[config.mk]
export PLATFORM = sky130hd
export DESIGN_NAME = ds_adc_decim
export DESIGN_NICKNAME = d
export VERILOG_FILES = /design/src/rtl/ds_adc_pkg.sv /design/src/rtl/ds_adc_chan.sv /design/src/rtl/ds_adc_decim.sv
export SDC_FILE = /design/constraint.sdc
export NUM_CORES = 1
export LEC_CHECK = 0
export BUFFER_PORTS_ARGS = -buffer_cell sky130_fd_sc_hd__buf_2
export CAP_MARGIN = 10
export CELL_PAD_IN_SITES_DETAIL_PLACEMENT = 1
export CELL_PAD_IN_SITES_GLOBAL_PLACEMENT = 1
export CORE_ASPECT_RATIO = 1.2
export CORE_MARGIN = 5
export CORE_UTILIZATION = 45
export DETAILED_ROUTE_END_ITERATION = 16
export GPL_TIMING_DRIVEN = 0
export MAX_ROUTING_LAYER = met4
export PLACE_DENSITY_LB_ADDON = 0.1
export RECOVER_POWER = 25
export SYNTH_ARGS = -nofsm -noshare
export SYNTH_HDL_FRONTEND = slang
export SYNTH_HIERARCHICAL = 1
export SYNTH_SLANG_ARGS = --single-unit
[constraint.sdc]
create_clock -name CLK -period 12.05 [get_ports CLK]
set_input_delay 3.615 -clock CLK [delete_from_list [all_inputs] [get_ports CLK]]
set_output_delay 3.615 -clock CLK [all_outputs]
set_load 0.01 [all_outputs]
[src/rtl/ds_adc_pkg.sv]
// Shared types and constants for the delta-sigma ADC decimator.
package ds_adc_pkg;

   typedef enum logic {S_IDLE, S_STREAM} state_t;

   localparam int C_OSR_MIN = 2;

   // Keeps index widths at least one bit for single-channel builds.
   function automatic int safeClog2(input int n);
      return (n <= 1) ? 1 : $clog2(n);
   endfunction

endpackage

[src/rtl/ds_adc_chan.sv]
// One modulator channel: comparator synchronizer, decision flop, sinc1
// accumulator and the hold register that freezes a finished window.
module ds_adc_chan #(
   parameter int C_OSR_BITS    = 8,
   parameter int C_SYNC_STAGES = 2
) (
   input  logic                  clk,
   input  logic                  rstb,
   input  logic                  comp,
   input  logic                  run,
   input  logic                  winEnd,
   input  logic                  capture,
   output logic                  drv,
   output logic [C_OSR_BITS-1:0] hold
);

   logic [C_SYNC_STAGES-1:0] syncQ;
   logic [C_OSR_BITS-1:0]    acc;

   assign drv = syncQ[C_SYNC_STAGES-1];

   always_ff @(posedge clk) begin
      if (!rstb) begin
         syncQ <= '0;
         acc   <= '0;
         hold  <= '0;
      end else begin
         // Shift form works for any depth, including a single stage.
         syncQ <= (syncQ << 1) | C_SYNC_STAGES'(comp);
         if (!run || winEnd) acc <= '0;
         else                acc <= acc + C_OSR_BITS'(drv);
         if (capture) hold <= acc + C_OSR_BITS'(drv);
      end
   end

endmodule

[src/rtl/ds_adc_decim.sv]
// Multi-channel first-order delta-sigma core: shared window timing, frame
// capture and a valid/ready streamer that emits one result per channel.
module ds_adc_decim
   import ds_adc_pkg::*;
#(
   parameter  int C_CHANNELS    = 2,
   parameter  int C_OSR_BITS    = 8,
   parameter  int C_SYNC_STAGES = 2,
   localparam int C_CH_BITS     = safeClog2(C_CHANNELS)
) (
   input  logic                  CLK,
   input  logic                  RSTB,
   input  logic                  EN,
   input  logic [C_OSR_BITS-1:0] OSR,
   input  logic [C_CHANNELS-1:0] COMP,
   output logic [C_CHANNELS-1:0] DRV,
   output logic [C_OSR_BITS-1:0] DATA,
   output logic [C_CH_BITS-1:0]  CH,
   output logic                  LAST,
   output logic                  VALID,
   input  logic                  READY,
   output logic                  OVERRUN
);

   logic [C_CHANNELS-1:0][C_OSR_BITS-1:0] hold;
   logic [C_OSR_BITS-1:0] cnt, lenQ, osrClamp, winLen;
   logic                  active, winEnd, accept, xfer, lastCh;
   logic                  overrunQ, overrunNxt;
   logic [C_CH_BITS-1:0]  chQ, chNxt;
   state_t                state, stateNxt;

   assign osrClamp = (OSR < C_OSR_BITS'(C_OSR_MIN)) ? C_OSR_BITS'(C_OSR_MIN) : OSR;
   // The first enabled cycle already counts, so it must see the live OSR.
   assign winLen   = active ? lenQ : osrClamp;
   assign winEnd   = EN && (cnt == winLen - C_OSR_BITS'(1));

   always_ff @(posedge CLK) begin
      if (!RSTB) begin
         active <= 1'b0;
         cnt    <= '0;
         lenQ   <= '0;
      end else if (!EN) begin
         active <= 1'b0;
         cnt    <= '0;
      end else begin
         active <= 1'b1;
         if (!active || winEnd) lenQ <= osrClamp;
         cnt <= winEnd ? '0 : cnt + C_OSR_BITS'(1);
      end
   end

   for (genvar c = 0; c < C_CHANNELS; c++) begin : gChan
      ds_adc_chan #(
         .C_OSR_BITS   (C_OSR_BITS),
         .C_SYNC_STAGES(C_SYNC_STAGES)
      ) uChan (
         .clk    (CLK),
         .rstb   (RSTB),
         .comp   (COMP[c]),
         .run    (EN),
         .winEnd (winEnd),
         .capture(accept),
         .drv    (DRV[c]),
         .hold   (hold[c])
      );
   end

   assign xfer   = (state == S_STREAM) && READY;
   assign lastCh = (chQ == C_CH_BITS'(C_CHANNELS - 1));

   always_ff @(posedge CLK) begin
      if (!RSTB) begin
         state    <= S_IDLE;
         chQ      <= '0;
         overrunQ <= 1'b0;
      end else begin
         state    <= stateNxt;
         chQ      <= chNxt;
         overrunQ <= overrunNxt;
      end
   end

   always_comb begin
      stateNxt   = state;
      chNxt      = chQ;
      overrunNxt = overrunQ;
      accept     = 1'b0;
      case (state)
         S_IDLE: begin
            if (winEnd) begin
               accept   = 1'b1;
               stateNxt = S_STREAM;
               chNxt    = '0;
            end
         end
         S_STREAM: begin
            if (xfer) begin
               if (lastCh) begin
                  chNxt = '0;
                  if (winEnd) accept   = 1'b1;
                  else        stateNxt = S_IDLE;
               end else begin
                  chNxt = chQ + C_CH_BITS'(1);
               end
            end
            // A window ending mid-stream has nowhere to go.
            if (winEnd && !(xfer && lastCh)) overrunNxt = 1'b1;
         end
         default: stateNxt = S_IDLE;
      endcase
   end

   assign VALID   = (state == S_STREAM);
   assign CH      = chQ;
   assign LAST    = VALID && lastCh;
   assign DATA    = hold[chQ];
   assign OVERRUN = overrunQ;

endmodule

=== Word-level counts from Yosys, hierarchy flattened ===
Index checks and enable logic that the tools add are counted.

* Flip-flop bits (word level): 56
* Input port bits: 14
* Output and inout bits: 14
* Logic and storage cells: 58

* $add $sub $neg: 5
* Order comparisons: 2
* Equal/unequal tests: 3
* Multiplexer cells: 16
* Bitwise operators: 5
* Reductions and logical operators: 15

{| class="wikitable"
|+ Operator list
! cell !! count
|-
| $mux 8 || 4
|-
| $add 8x1->8 || 2
|-
| $mux 1 || 9
|-
| $add 8x1->8 const B || 1
|-
| $eq 8x8->1 || 1
|-
| $lt 8x2->1 const B || 1
|-
| $sub 8x1->8 const B || 1
|-
| $pmux 1 s2 || 3
|-
| $reduce_and 2->1 || 3
|-
| $logic_and 1x1->1 || 5
|-
| $or 2x1->2 || 2
|-
| $logic_not 1->1 || 3
|-
| $not 1->1 || 3
|-
| $reduce_or 3->1 || 1
|-
| $logic_or 1x1->1 || 2
|-
| $lt 1x2->1 const B || 1
|-
| $ne 2x1->1 const B || 1
|-
| $ne 2x2->1 const B || 1
|-
| $reduce_or 2->1 || 1
|-
| $add 1x1->1 const B || 1
|}

=== Depth between registers and ports, before layout ===
Gate-level depths: netlist of run 1.

* Depth in word-level cells: 10
* Mapped depth: 13
* Depth with buffers taken out: 11

=== Cells and area by module ===
Netlist of run 1, hierarchy kept.

{| class="wikitable"
|+ By module, submodules not included
! module !! times used !! cells each !! area an instance (µm²) !! sequential area each (µm²)
|-
| ds_adc_decim || 1 || 148 || 1300.0 || 400.4
|-
| ds_adc_chan || 2 || 66 || 648.1 || 360.3
|}

=== Worst setup path after synthesis of run 1 ===
Ideal clock, no wire load.

* Path type: input -> register
* From: input OSR[6]
* To: register gChan[0].uChan.hold[7]
* Setup time: 74 ps
* Arrival time: 6290 ps
* Required time: 11976 ps
* Path slack: 5686 ps
* Stages on the path: 11
* Buffers on the path: 1
* Path through: nor4_4 > a221o_2 > ha_1 > o211ai_1 > xnor2_1 > a2111o_1 > a211o_2 > nor2_1 > clkbuf_1 > o21ai_0 > a31oi_1

* Word-level cells in the longest chain between the ends: 10

{| class="wikitable"
|+ Ends and longest elaborated chain
! element !! RTL line !! RTL
|-
| start: declaration || ds_adc_decim.sv:14 || <nowiki>input logic [C_OSR_BITS-1:0] OSR,</nowiki>
|-
| $lt 8x2->1 || ds_adc_decim.sv:32 || <nowiki>assign osrClamp = (OSR < C_OSR_BITS'(C_OSR_MIN)) ? C_OSR_BITS'(C_OSR_MIN) : OSR;</nowiki>
|-
| $mux 8 (*) || ds_adc_decim.sv:32 ||
|-
| $mux 8 (*) || ds_adc_decim.sv:34 || <nowiki>assign winLen = active ? lenQ : osrClamp;</nowiki>
|-
| $sub 8x1->8 (*) || ds_adc_decim.sv:35 || <nowiki>assign winEnd = EN && (cnt == winLen - C_OSR_BITS'(1));</nowiki>
|-
| $eq 8x8->1 (*) || ds_adc_decim.sv:35 ||
|-
| $logic_and 1x1->1 (*) || ds_adc_decim.sv:35 ||
|-
| $mux 1 (*) || ds_adc_decim.sv:90, ds_adc_decim.sv:100 ||
|-
| $mux 1 || ds_adc_decim.sv:98 || <nowiki>if (lastCh) begin</nowiki>
|-
| $mux 1 || ds_adc_decim.sv:97 || <nowiki>if (xfer) begin</nowiki>
|-
| $pmux 1 s2 (*) || ds_adc_decim.sv:88 || <nowiki>case (state)</nowiki>
|-
| named net accept || ds_adc_decim.sv:27 || <nowiki>logic active, winEnd, accept, xfer, lastCh;</nowiki>
|-
| end signal: assignment || ds_adc_chan.sv:32 || <nowiki>if (capture) hold <= acc + C_OSR_BITS'(drv);</nowiki>
|-
| end: declaration || ds_adc_chan.sv:14 || <nowiki>output logic [C_OSR_BITS-1:0] hold</nowiki>
|}

Mark *: on every way through the listed nets, which the timed path passes. The rest lies on a longest branch.
A chain may end at the register's enable or synchronous reset.

=== Worst setup path in the final report of run 1 ===
* From: input OSR[6]
* To: register gChan[1].uChan.hold[3]

* Word-level cells in the longest chain between the ends: 10

{| class="wikitable"
|+ Ends and longest elaborated chain
! element !! RTL line
|-
| $lt 8x2->1 || ds_adc_decim.sv:32
|-
| $mux 8 (*) || ds_adc_decim.sv:32
|-
| $mux 8 (*) || ds_adc_decim.sv:34
|-
| $sub 8x1->8 (*) || ds_adc_decim.sv:35
|-
| $eq 8x8->1 (*) || ds_adc_decim.sv:35
|-
| $logic_and 1x1->1 (*) || ds_adc_decim.sv:35
|-
| $mux 1 (*) || ds_adc_decim.sv:90, ds_adc_decim.sv:100
|-
| $mux 1 || ds_adc_decim.sv:98
|-
| $mux 1 || ds_adc_decim.sv:97
|-
| $pmux 1 s2 (*) || ds_adc_decim.sv:88
|-
| named net accept || ds_adc_decim.sv:27
|-
| end signal: assignment || ds_adc_chan.sv:32
|-
| end: declaration || ds_adc_chan.sv:14
|}

Marks and branches as above.

==> results.sh, run 1 <==
export IMPL_fmax_ghz=0.1475
export IMPL_sequentialPowerShare=0.583
export IMPL_cts_hold_repair_buffers=0
export IMPL_path_class="input port to flop"
export IMPL_critPathLaunchType="input port"
export IMPL_design_die_area_mm2=0.007395
export IMPL_critical_path_depth=12
export IMPL_timing_rr_end="gChan[1].uChan/hold[3]"
export IMPL_floorplan_io_pins=28
export IMPL_rrSetupSlack_ns=8.11
export IMPL_route_antenna_remaining_nets=0
export IMPL_post_synth_inst_count=280
export IMPL_synth_lib_cells_used_distinct=42
export IMPL_last_weighted_congestion_value_of_the_routability_driven_placer=0.7990
export IMPL_antenna_cells=0
export IMPL_power_share_switching=0.2404
export IMPL_worst_path_buf_inv=2
export IMPL_pwr_density_cell_mw_per_mm2=113.4
export IMPL_grt_pass1_vias=2211
export IMPL_cts_htree_levels=2
export IMPL_r2r_worst_path_cells=13
export IMPL_worst_r2r_startpoint="active"
export IMPL_layout_min_cycle_time_ns=6.779
export IMPL_drive_above_1_share=0.1270
export IMPL_worst_setup_path_endpoint="gChan[1].uChan/hold[3]"
export IMPL_cell_by_cell_listing_of_the_critical_path="buf_2, nor4_4, a221o_2, ha_1, o211ai_1, xnor2_1, a2111o_1, a211o_2, nor2_1, clkbuf_1, o21ai_0, a21oi_1"
export IMPL_timing_worst_slew_pin_value_ns=0.7672
export IMPL_holdCritPathClass="flop to flop"
export IMPL_timing_critical_path_to_type="flop"
export IMPL_syn_to_final_growth_pct=11.18
export IMPL_global_route_overflow_total=0
export IMPL_hold_viol_final=0
export IMPL_crit_start="OSR[6]"
export IMPL_yosysSeqAreaShare=0.4318
export IMPL_fin_skew_ns=0.007466
export IMPL_number_of_cts_inserted_buffers=5
export IMPL_post_cts_resized_instances=0
export IMPL_clock_insertion_delay_worst_skew_ns=0.31
export IMPL_rsz0062_at_grt="false"
export IMPL_synth_yosys_warnings=6
export IMPL_cts_post_setup_buffers_inserted=0
export IMPL_cp_arrival_ns=7.02
export IMPL_grt_antenna_before_repair=0
export IMPL_remaining_drc_errors=0
export IMPL_longest_individual_stage_delay_on_the_worst_path_ns=0.63
export IMPL_root_buffer_cell="clkbuf_8"
export IMPL_globalRouteTotalUtil=0.1734
export IMPL_comb_power_share=0.096
export IMPL_final_critical_path_share_of_the_clock_period=0.5626
export IMPL_core_area_mm2=0.005630
export IMPL_numPortBuffers=27
export IMPL_wl_per_cell_um=15.32
export IMPL_critical_path_peak_fanout=10
export IMPL_cellLeakagePower_nw=1.068
export IMPL_fillers=687
export IMPL_dr_total_vias=2096
export IMPL_yosys_register_bits=56
export IMPL_critical_path_slowest_cell="nor2_1"
export IMPL_die_span_in_x_um=79.34
export IMPL_cts_sink_count=56
export IMPL_tritoncts="built"
export IMPL_design_final_nets=334
export IMPL_firstDrtPassIters=4
export IMPL_postSynthNetCount=300
export IMPL_rows=30
export IMPL_setup_viol=0
export IMPL_wire_length_of_the_first_global_routing_pass_um=9735
export IMPL_detailedRoute_firstIterationViolations=58
export IMPL_layout_area_seq_mm2=0.001121
export IMPL_wirelength_um=5807
export IMPL_p_sw_w=0.00007872
export IMPL_fp_dieH_um=93.21
export IMPL_clockBufferDepth=2
export IMPL_slew_headroom=0.4866
export IMPL_total_power_w=0.0003275
export IMPL_critical_path_top_delay_family="compound AO/OA/AOI/OAI gates"
export IMPL_run_status="completed"
export IMPL_max_vdd_ir_drop_v=0.00007162
export IMPL_totalNegativeSetupSlack_ns=0
export IMPL_detail_route_vias_per_cell=5.530
export IMPL_critical_path_required_ns=12.29
export IMPL_clk_transition_reported_paths_ns=0.10
export IMPL_min_delay_start="gChan[1].uChan/syncQ[0]"
export IMPL_final_max_slew_viols=0
export IMPL_drv_cap=0
export IMPL_syn_cell_area_mm2=0.002596
export IMPL_largest_net_degree_at_the_start_of_global_routing=16
export IMPL_relative_contribution_of_the_clock_network_to_total_power=0.321
export IMPL_synth_area_per_cell_um2=9.272
export IMPL_effective_utilization_at_floorplan=0.4611
export IMPL_cell_internal_pwr_w=0.0002487
export IMPL_detailedPlacementHpwl_um=4450
export IMPL_multiInputGateArea_mm2=0.001403
[logic make-up (layout without fill, tap and decap cells)]
family / count (synthesis) / after routing / share of synthesized area
buffers and inverters: 18 / 53 / 0.02795
AND/OR/NAND/NOR: 96 / 96 / 0.1870
XOR/XNOR: 22 / 22 / 0.07422
multiplexers: 29 / 29 / 0.1161
adder cells (fa/ha/maj): 6 / 6 / 0.02891
AO/OA/AOI/OAI: 53 / 53 / 0.1340
flip-flops: 56 / 56 / 0.4318
[synthesized netlist by cell type (all sizes together)]
master   count  area [µm²]
and2         6       37.54
clkbuf       9       33.78
a31oi        6       37.54
dfxtp       56        1121
o21a         2       15.01
mux2i       20       200.2
o41ai        1       8.760
a21o         1       8.760
o211a        2       20.02
buf          2       12.51
nor3         1       5.000
and2b        1       7.510
nor4         4       40.04
and3         2       12.51
a2111o       1       11.26
xnor2       12       105.1
o2111ai      2       17.52
nand4        3       18.77
nor4b        1       8.760
nand3       11       65.06
o21ai       20       111.4
xor2        10       87.58
inv          7       26.28
a21oi       11       55.05
nor2b        4       25.02
ha           6       75.07
nand2b       1       6.260
nand2       26       97.59
o211ai       3       22.52
a221o        1       11.26
a211o        1       10.01
or4          1       7.510
nor2        27       101.4
nand3b       2       15.01
a21boi       1       7.510
mux2         9       101.4
o221a        1       11.26
or3          6       37.54
[power groups by stage]
stage | clock [W] | combinational (W) | sequential, W
final | 0.000105 | 0.0000313 | 0.000191
after global routing | 0.000119 | 0.0000344 | 0.000192
after CTS | 0.000111 | 0.0000320 | 0.000191
after detailed placement | 0 | 0.0000318 | 0.000195
after global placement | 0 | 0.0000310 | 0.000195
after floorplan | 0 | 0.0000215 | 0.000195
[flip-flops by register name (all words and copies together) (netlist names)]
| signal | cells |
|---|---|
| gChan.uChan/hold | 16 |
| CH | 1 |
| active | 1 |
| gChan.uChan/acc | 16 |
| cnt | 8 |
| VALID | 1 |
| OVERRUN | 1 |
| gChan.uChan/syncQ | 4 |
| lenQ | 8 |
[worst min path at each step]
stage                     slack (ns)                      end  cells after the start
final                           0.44  gChan[1].uChan/syncQ[1]                      1
after detailed placement        0.43  gChan[1].uChan/syncQ[1]                      1
after global routing            0.47  gChan[0].uChan/syncQ[1]                      1
after CTS                       0.45  gChan[1].uChan/syncQ[1]                      1
after floorplan                 0.41  gChan[0].uChan/syncQ[1]                      1
after global placement          0.41  gChan[1].uChan/syncQ[1]                      1
[through the flow]
stage,util,hold WS (ns),setup WS [ns],area (µm²),cells
after floorplan,-,0.4119,5.686,2596,280
after global placement,0.4993,0.4144,4.981,2811,371
after detailed placement,0.4993,0.4259,4.907,2811,371
after CTS,0.5153,0.4465,5.237,2902,379
after global routing,0.5127,0.4679,5.010,2887,379
final,0.5127,0.4404,5.271,2887,379
[cell type report]
class	count	share of cell area
multi-input combinational	206	0.4859
sequential	56	0.3884
timing repair buffer	27	0.04161
clock buffer	8	0.03121
tap	64	0.02774
buffer	11	0.01604
inverter	7	0.009103
[per-layer routing]
layer  wire (µm)  GRT usage
met5           0          -
met4         129    0.07163
met3         151    0.02890
met2        2999     0.3216
met1        2527     0.1794
[placed cells by master (no fill, tap or decap), types with 3 or more instances in the layout]
master	synthesis	final
dfxtp_1	56	56
nor2_1	27	27
nand2_1	26	26
clkbuf_1	9	23
mux2i_1	20	20
o21ai_0	19	19
buf_2	1	16
xnor2_1	12	12
a21oi_1	11	11
xor2_1	10	10
mux2_2	9	9
nand3_1	9	9
inv_1	7	7
ha_1	6	6
clkbuf_8	0	6
or3_1	6	6
a31oi_1	6	6
and2_0	0	4
nor2b_1	4	4
nor4_1	3	3
o211ai_1	3	3
nand4_1	3	3
Note: power is estimated with default switching activity, not from simulation.
==> inputs of run 2 (changes only) <==
- CORE_UTILIZATION: 45 -> 44
- clock period: 12.05 -> 6.5 ns (I/O delays scaled with it)
==> run 2 against run 1 <==
Compared with the run above:
- register-to-register slack got worse by 5.5 ns
- sequential power up 85%
- wire length fell by 0.50%
- power grew 87%
- combinational power rose by 83%
- sequential share of layout area shrank 0.35 points
- flip-flop and latch count did not move
- first-iteration DRC count decreased by 40%
- via count fell by 1.1%
- critical path depth stayed put
- worst hold slack gained 0.012 ns
- largest cell class unchanged
==> results.sh, run 2 (synthesis gave the netlist of run 1 again) <==
export IMPL_cts_hold_repair_buffers=0
export IMPL_final_critical_path_share_of_the_clock_period=0.7809
export IMPL_timing_critical_path_to_type="flop"
export IMPL_r2r_worst_path_cells=13
export IMPL_firstDrtPassIters=3
export IMPL_max_vdd_ir_drop_v=0.0001324
export IMPL_rows=30
export IMPL_run_status="completed"
export IMPL_worst_r2r_startpoint="active"
export IMPL_tritoncts="built"
export IMPL_rrSetupSlack_ns=2.59
export IMPL_fillers=693
export IMPL_last_weighted_congestion_value_of_the_routability_driven_placer=0.8481
export IMPL_syn_to_final_growth_pct=12.19
export IMPL_critical_path_peak_fanout=10
export IMPL_pwr_density_cell_mw_per_mm2=210.1
export IMPL_clock_insertion_delay_worst_skew_ns=0.30
export IMPL_global_route_overflow_total=0
export IMPL_wirelength_um=5778
export IMPL_fmax_ghz=0.1970
export IMPL_fin_skew_ns=0.004776
export IMPL_setup_viol=0
export IMPL_detailedRoute_firstIterationViolations=35
export IMPL_detail_route_vias_per_cell=5.259
export IMPL_slew_headroom=0.4993
export IMPL_design_final_nets=334
export IMPL_hold_viol_final=0
export IMPL_cellLeakagePower_nw=1.073
export IMPL_dpl_worst_slack_ns=1.047
export IMPL_wl_per_cell_um=14.66
export IMPL_dr_total_vias=2072
export IMPL_root_buffer_cell="clkbuf_8"
export IMPL_antenna_cells=0
export IMPL_detailedPlacementHpwl_um=4572
export IMPL_cts_htree_levels=2
export IMPL_post_cts_resized_instances=0
export IMPL_rsz0062_at_grt="false"
export IMPL_die_span_in_x_um=80.12
export IMPL_clk_transition_reported_paths_ns=0.09
export IMPL_critical_path_required_ns=6.73
export IMPL_floorplan_io_pins=28
export IMPL_layout_area_seq_mm2=0.001121
export IMPL_grt_antenna_before_repair=0
export IMPL_fp_dieH_um=94.15
export IMPL_wire_length_of_the_first_global_routing_pass_um=9894
export IMPL_timing_worst_slew_pin_value_ns=0.7482
export IMPL_timing_rr_end="gChan[1].uChan/hold[7]"
export IMPL_layout_cells_most_common_list="56 x dfxtp_1, 27 x nor2_1, 26 x nand2_1"
export IMPL_route_antenna_remaining_nets=0
export IMPL_drive_above_1_share=0.1306
export IMPL_layout_min_cycle_time_ns=5.076
export IMPL_holdCritPathClass="flop to flop"
export IMPL_effective_utilization_at_floorplan=0.4550
export IMPL_remaining_drc_errors=0
export IMPL_core_area_mm2=0.005705
export IMPL_critPathLaunchType="input port"
export IMPL_drv_cap=0
export IMPL_final_setup_worst_slack_ns=1.424
export IMPL_cts_sink_count=56
export IMPL_crit_start="OSR[6]"
export IMPL_cp_arrival_ns=5.31
export IMPL_clockBufferDepth=2
export IMPL_cts_post_setup_buffers_inserted=0
export IMPL_grt_pass1_vias=2205
export IMPL_leading_cell_type_in_the_layout_fill_and_taps_excluded="dfxtp_1"
export IMPL_numPortBuffers=27
export IMPL_largest_net_degree_at_the_start_of_global_routing=16
export IMPL_path_class="input port to flop"
export IMPL_globalRouteTotalUtil=0.1720
export IMPL_totalNegativeSetupSlack_ns=0
export IMPL_number_of_cts_inserted_buffers=5
export IMPL_final_max_slew_viols=0
export IMPL_worst_setup_path_endpoint="gChan[1].uChan/hold[7]"
export IMPL_largestRegisters="gChan.uChan/acc (16), gChan.uChan/hold (16)"
export IMPL_design_die_area_mm2=0.007543
export IMPL_multiInputGateArea_mm2=0.001403
[run 2: layout make-up]
type	count	share of cell area
flip-flops and latches	56	0.3849
clock buffers	7	0.03308
well taps	80	0.03436
repair buffers	27	0.04124
inverters	7	0.009021
multi-input cells	206	0.4815
plain buffers	11	0.01589
[run 2: power by group]
part           internal [W]  switching, W  leakage (nW)
registers          0.000349    0.00000502         0.454
clock network     0.0000951      0.000105        0.0503
logic             0.0000246     0.0000328         0.568
total              0.000469      0.000143          1.07
[run 2: worst max-delay path, cell delays in order]
cell      delay, ns
buf_2          0.13
nor4_4         0.37
a221o_2        0.26
ha_1           0.26
o211ai_1       0.14
xnor2_1        0.17
a2111o_1       0.35
a211o_2        0.39
nor2_1         0.61
clkbuf_1       0.39
o21ai_0        0.14
a31oi_1        0.15
[run 2: metal layers]
| layer | routed length [µm] | track usage |
|---|---|---|
| met4 | 98 | 0.05352 |
| met3 | 147 | 0.02687 |
| met5 | 0 | - |
| met1 | 2484 | 0.1910 |
| met2 | 3047 | 0.3122 |
[run 2: how the worst min path moves through the flow]
stage,depth (start not counted),startpoint,slack (ns),to
final,1,gChan[0].uChan/syncQ[0],0.45,gChan[0].uChan/syncQ[1]
after global routing,1,gChan[0].uChan/syncQ[0],0.48,gChan[0].uChan/syncQ[1]
after CTS,1,gChan[0].uChan/syncQ[0],0.47,gChan[0].uChan/syncQ[1]
after detailed placement,1,gChan[1].uChan/syncQ[0],0.44,gChan[1].uChan/syncQ[1]
after global placement,1,gChan[1].uChan/syncQ[0],0.41,gChan[1].uChan/syncQ[1]
after floorplan,1,gChan[0].uChan/syncQ[0],0.41,gChan[0].uChan/syncQ[1]
[run 2: through the flow]
stage	cells	hold WS, ns	total power, W	area (µm²)	utilization
5_1_grt	394	0.4802	0.0006430	2913	0.5105
6_report	394	0.4520	0.0006119	2913	0.5105
3_3_place_gp	387	0.4142	0.0004194	2831	0.4963
4_1_cts	394	0.4674	0.0006193	2928	0.5132
3_5_place_dp	387	0.4449	0.0004212	2831	0.4963
2_1_floorplan	280	0.4119	0.0004009	2596	-
==> inputs of run 3 (changes only) <==
- CORE_UTILIZATION: 44 -> 40
- clock period: 6.5 -> 4.5 ns (I/O delays scaled with it)
==> run 3 against run 2 <==
Compared with the run above:
- first-iteration DRC count is 2.9% higher
- global-route usage is 1.3 points lower
- sequential power is 45% higher
- critical path type unchanged
- largest power group unchanged
==> results.sh, run 3 (synthesis gave the netlist of run 1 again) <==
export IMPL_clk_transition_reported_paths_ns=0.10
export IMPL_number_of_cts_inserted_buffers=5
export IMPL_cts_htree_levels=2
export IMPL_largest_net_degree_at_the_start_of_global_routing=17
export IMPL_layout_min_cycle_time_ns=4.171
export IMPL_clock_insertion_delay_worst_skew_ns=0.31
export IMPL_cellLeakagePower_nw=1.087
export IMPL_hold_viol_final=0
export IMPL_cts_hold_repair_buffers=0
export IMPL_remaining_drc_errors=0
export IMPL_pwr_density_cell_mw_per_mm2=329.5
export IMPL_total_power_w=0.0009751
export IMPL_syn_to_final_growth_pct=13.98
export IMPL_detailedPlacementHpwl_um=4647
export IMPL_timing_critical_path_to_type="flop"
export IMPL_largestRegisters="gChan.uChan/acc (16), gChan.uChan/hold (16)"
export IMPL_detailed_place_area_mm2=0.002838
export IMPL_longest_individual_stage_delay_on_the_worst_path_ns=0.41
export IMPL_wl_per_cell_um=15.28
export IMPL_globalRouteTotalUtil=0.1593
export IMPL_grt_antenna_before_repair=0
export IMPL_global_route_overflow_total=0
export IMPL_grt_pass1_vias=2157
export IMPL_fmax_ghz=0.2398
export IMPL_post_cts_resized_instances=1
export IMPL_firstDrtPassIters=4
export IMPL_fin_skew_ns=0.01116
export IMPL_timing_worst_slew_pin_value_ns=0.7268
export IMPL_critical_path_required_ns=4.74
export IMPL_holdCritPathClass="flop to flop"
export IMPL_final_max_slew_viols=0
export IMPL_effective_utilization_at_floorplan=0.4078
export IMPL_slew_headroom=0.5091
export IMPL_route_antenna_remaining_nets=0
export IMPL_last_weighted_congestion_value_of_the_routability_driven_placer=0.7713
export IMPL_dr_total_vias=2072
export IMPL_run_status="completed"
export IMPL_fillers=766
export IMPL_critical_path_peak_fanout=10
export IMPL_core_area_mm2=0.006366
export IMPL_detailedRoute_firstIterationViolations=36
export IMPL_max_vdd_ir_drop_v=0.0001836
export IMPL_numPortBuffers=27
export IMPL_drv_cap=0
export IMPL_design_die_area_mm2=0.008209
export IMPL_layout_area_seq_mm2=0.001121
export IMPL_path_class="input port to flop"
export IMPL_critical_path_slowest_cell="a211o_2"
export IMPL_wirelength_um=6095
export IMPL_root_buffer_cell="clkbuf_8"
export IMPL_cell_by_cell_listing_of_the_critical_path="buf_2, nor4_4, a221o_2, ha_1, o211ai_1, xnor2_1, a2111o_1, a211o_2, nor2_4, clkbuf_1, o21ai_0, a31oi_1"
export IMPL_critPathLaunchType="input port"
export IMPL_clockBufferDepth=2
export IMPL_cts_post_setup_buffers_inserted=0
export IMPL_rows=32
export IMPL_wire_length_of_the_first_global_routing_pass_um=10260
export IMPL_die_span_in_x_um=83.55
export IMPL_layout_cells_most_common_list="56 x dfxtp_1, 26 x nor2_1, 26 x nand2_1"
export IMPL_fp_dieH_um=98.26
export IMPL_design_final_nets=334
export IMPL_cts_sink_count=56
export IMPL_leading_cell_type_in_the_layout_fill_and_taps_excluded="dfxtp_1"
export IMPL_post_route_cell_area_mm2=0.002959
export IMPL_final_critical_path_share_of_the_clock_period=0.9268
export IMPL_cp_arrival_ns=4.41
export IMPL_detail_route_vias_per_cell=5.193
export IMPL_multiInputGateArea_mm2=0.001410
export IMPL_worst_path_buf_inv=2
export IMPL_totalNegativeSetupSlack_ns=0
export IMPL_setup_viol=0
export IMPL_tritoncts="built"
export IMPL_rsz0062_at_grt="false"
export IMPL_antenna_cells=0
export IMPL_floorplan_io_pins=28
export IMPL_critical_path_top_delay_family="compound AO/OA/AOI/OAI gates"
export IMPL_drive_above_1_share=0.1338
-- run 3: changes by cell type in the layout (fill, tap and decap cells not counted) --
cell       delta
bufinv_16     +2
clkbuf_8      -2
nor2_4        +1
and2_1        +1
and2_0        -1
nor2_1        -1
-- run 3: layer usage --
layer  routed length [µm]  GRT usage
met5                    0          -
met4                  108    0.05074
met3                  180    0.03207
met2                 3146     0.2870
met1                 2659     0.1757
-- run 3: area by class of cell --
cell class                      instances  area share
Multi-Input combinational cell        206      0.4765
Clock inverter                          2     0.02030
Clock buffer                            5     0.02326
Sequential cell                        56      0.3789
Buffer                                 11     0.01564
Tap cell                               85     0.03594
Timing Repair Buffer                   27     0.04059
Inverter                                7    0.008879
-- run 3: through the flow --
step | util | worst slack, ns | hold slack, ns | instances
finish | 0.4648 | 0.3292 | 0.4517 | 399
global route | 0.4648 | 0.08384 | 0.4588 | 399
CTS | 0.4664 | 0.1812 | 0.4532 | 399
detailed placement | 0.4458 | -0.3589 | 0.4241 | 392
global placement | 0.4458 | -0.2998 | 0.4140 | 392
floorplan | - | 0.4011 | 0.4119 | 280
-- run 3: power by group --
part	internal (W)	total [W]	switching [W]
combinational	0.0000355	0.0000846	0.0000491
sequential	0.000505	0.000512	0.00000751
clock	0.000219	0.000378	0.000159
total	0.000759	0.000975	0.000216
-- run 3: path summary, 6_finish.rpt --
kind | slack (ns) | startpoint | cells after the start | end
worst min-delay path | 0.45 | gChan[0].uChan/syncQ[0] | 1 | gChan[0].uChan/syncQ[1]
worst min register to register | 0.45 | gChan[0].uChan/syncQ[0] | 1 | gChan[0].uChan/syncQ[1]
worst max-delay path | 0.33 | OSR[6] | 12 | gChan[1].uChan/hold[7]
worst max register to register | 0.90 | active | 13 | gChan[1].uChan/hold[7]
-- run 3: worst register-to-register path: stages, from the launching register on --
cell,delay (ns)
dfxtp_1,0.32
buf_4,0.18
buf_2,0.30
nor4_1,0.08
a221o_2,0.41
ha_1,0.27
o211ai_1,0.15
xnor2_1,0.12
a2111o_1,0.35
a211o_2,0.41
nor2_4,0.30
clkbuf_1,0.35
o21ai_0,0.13
a31oi_1,0.17
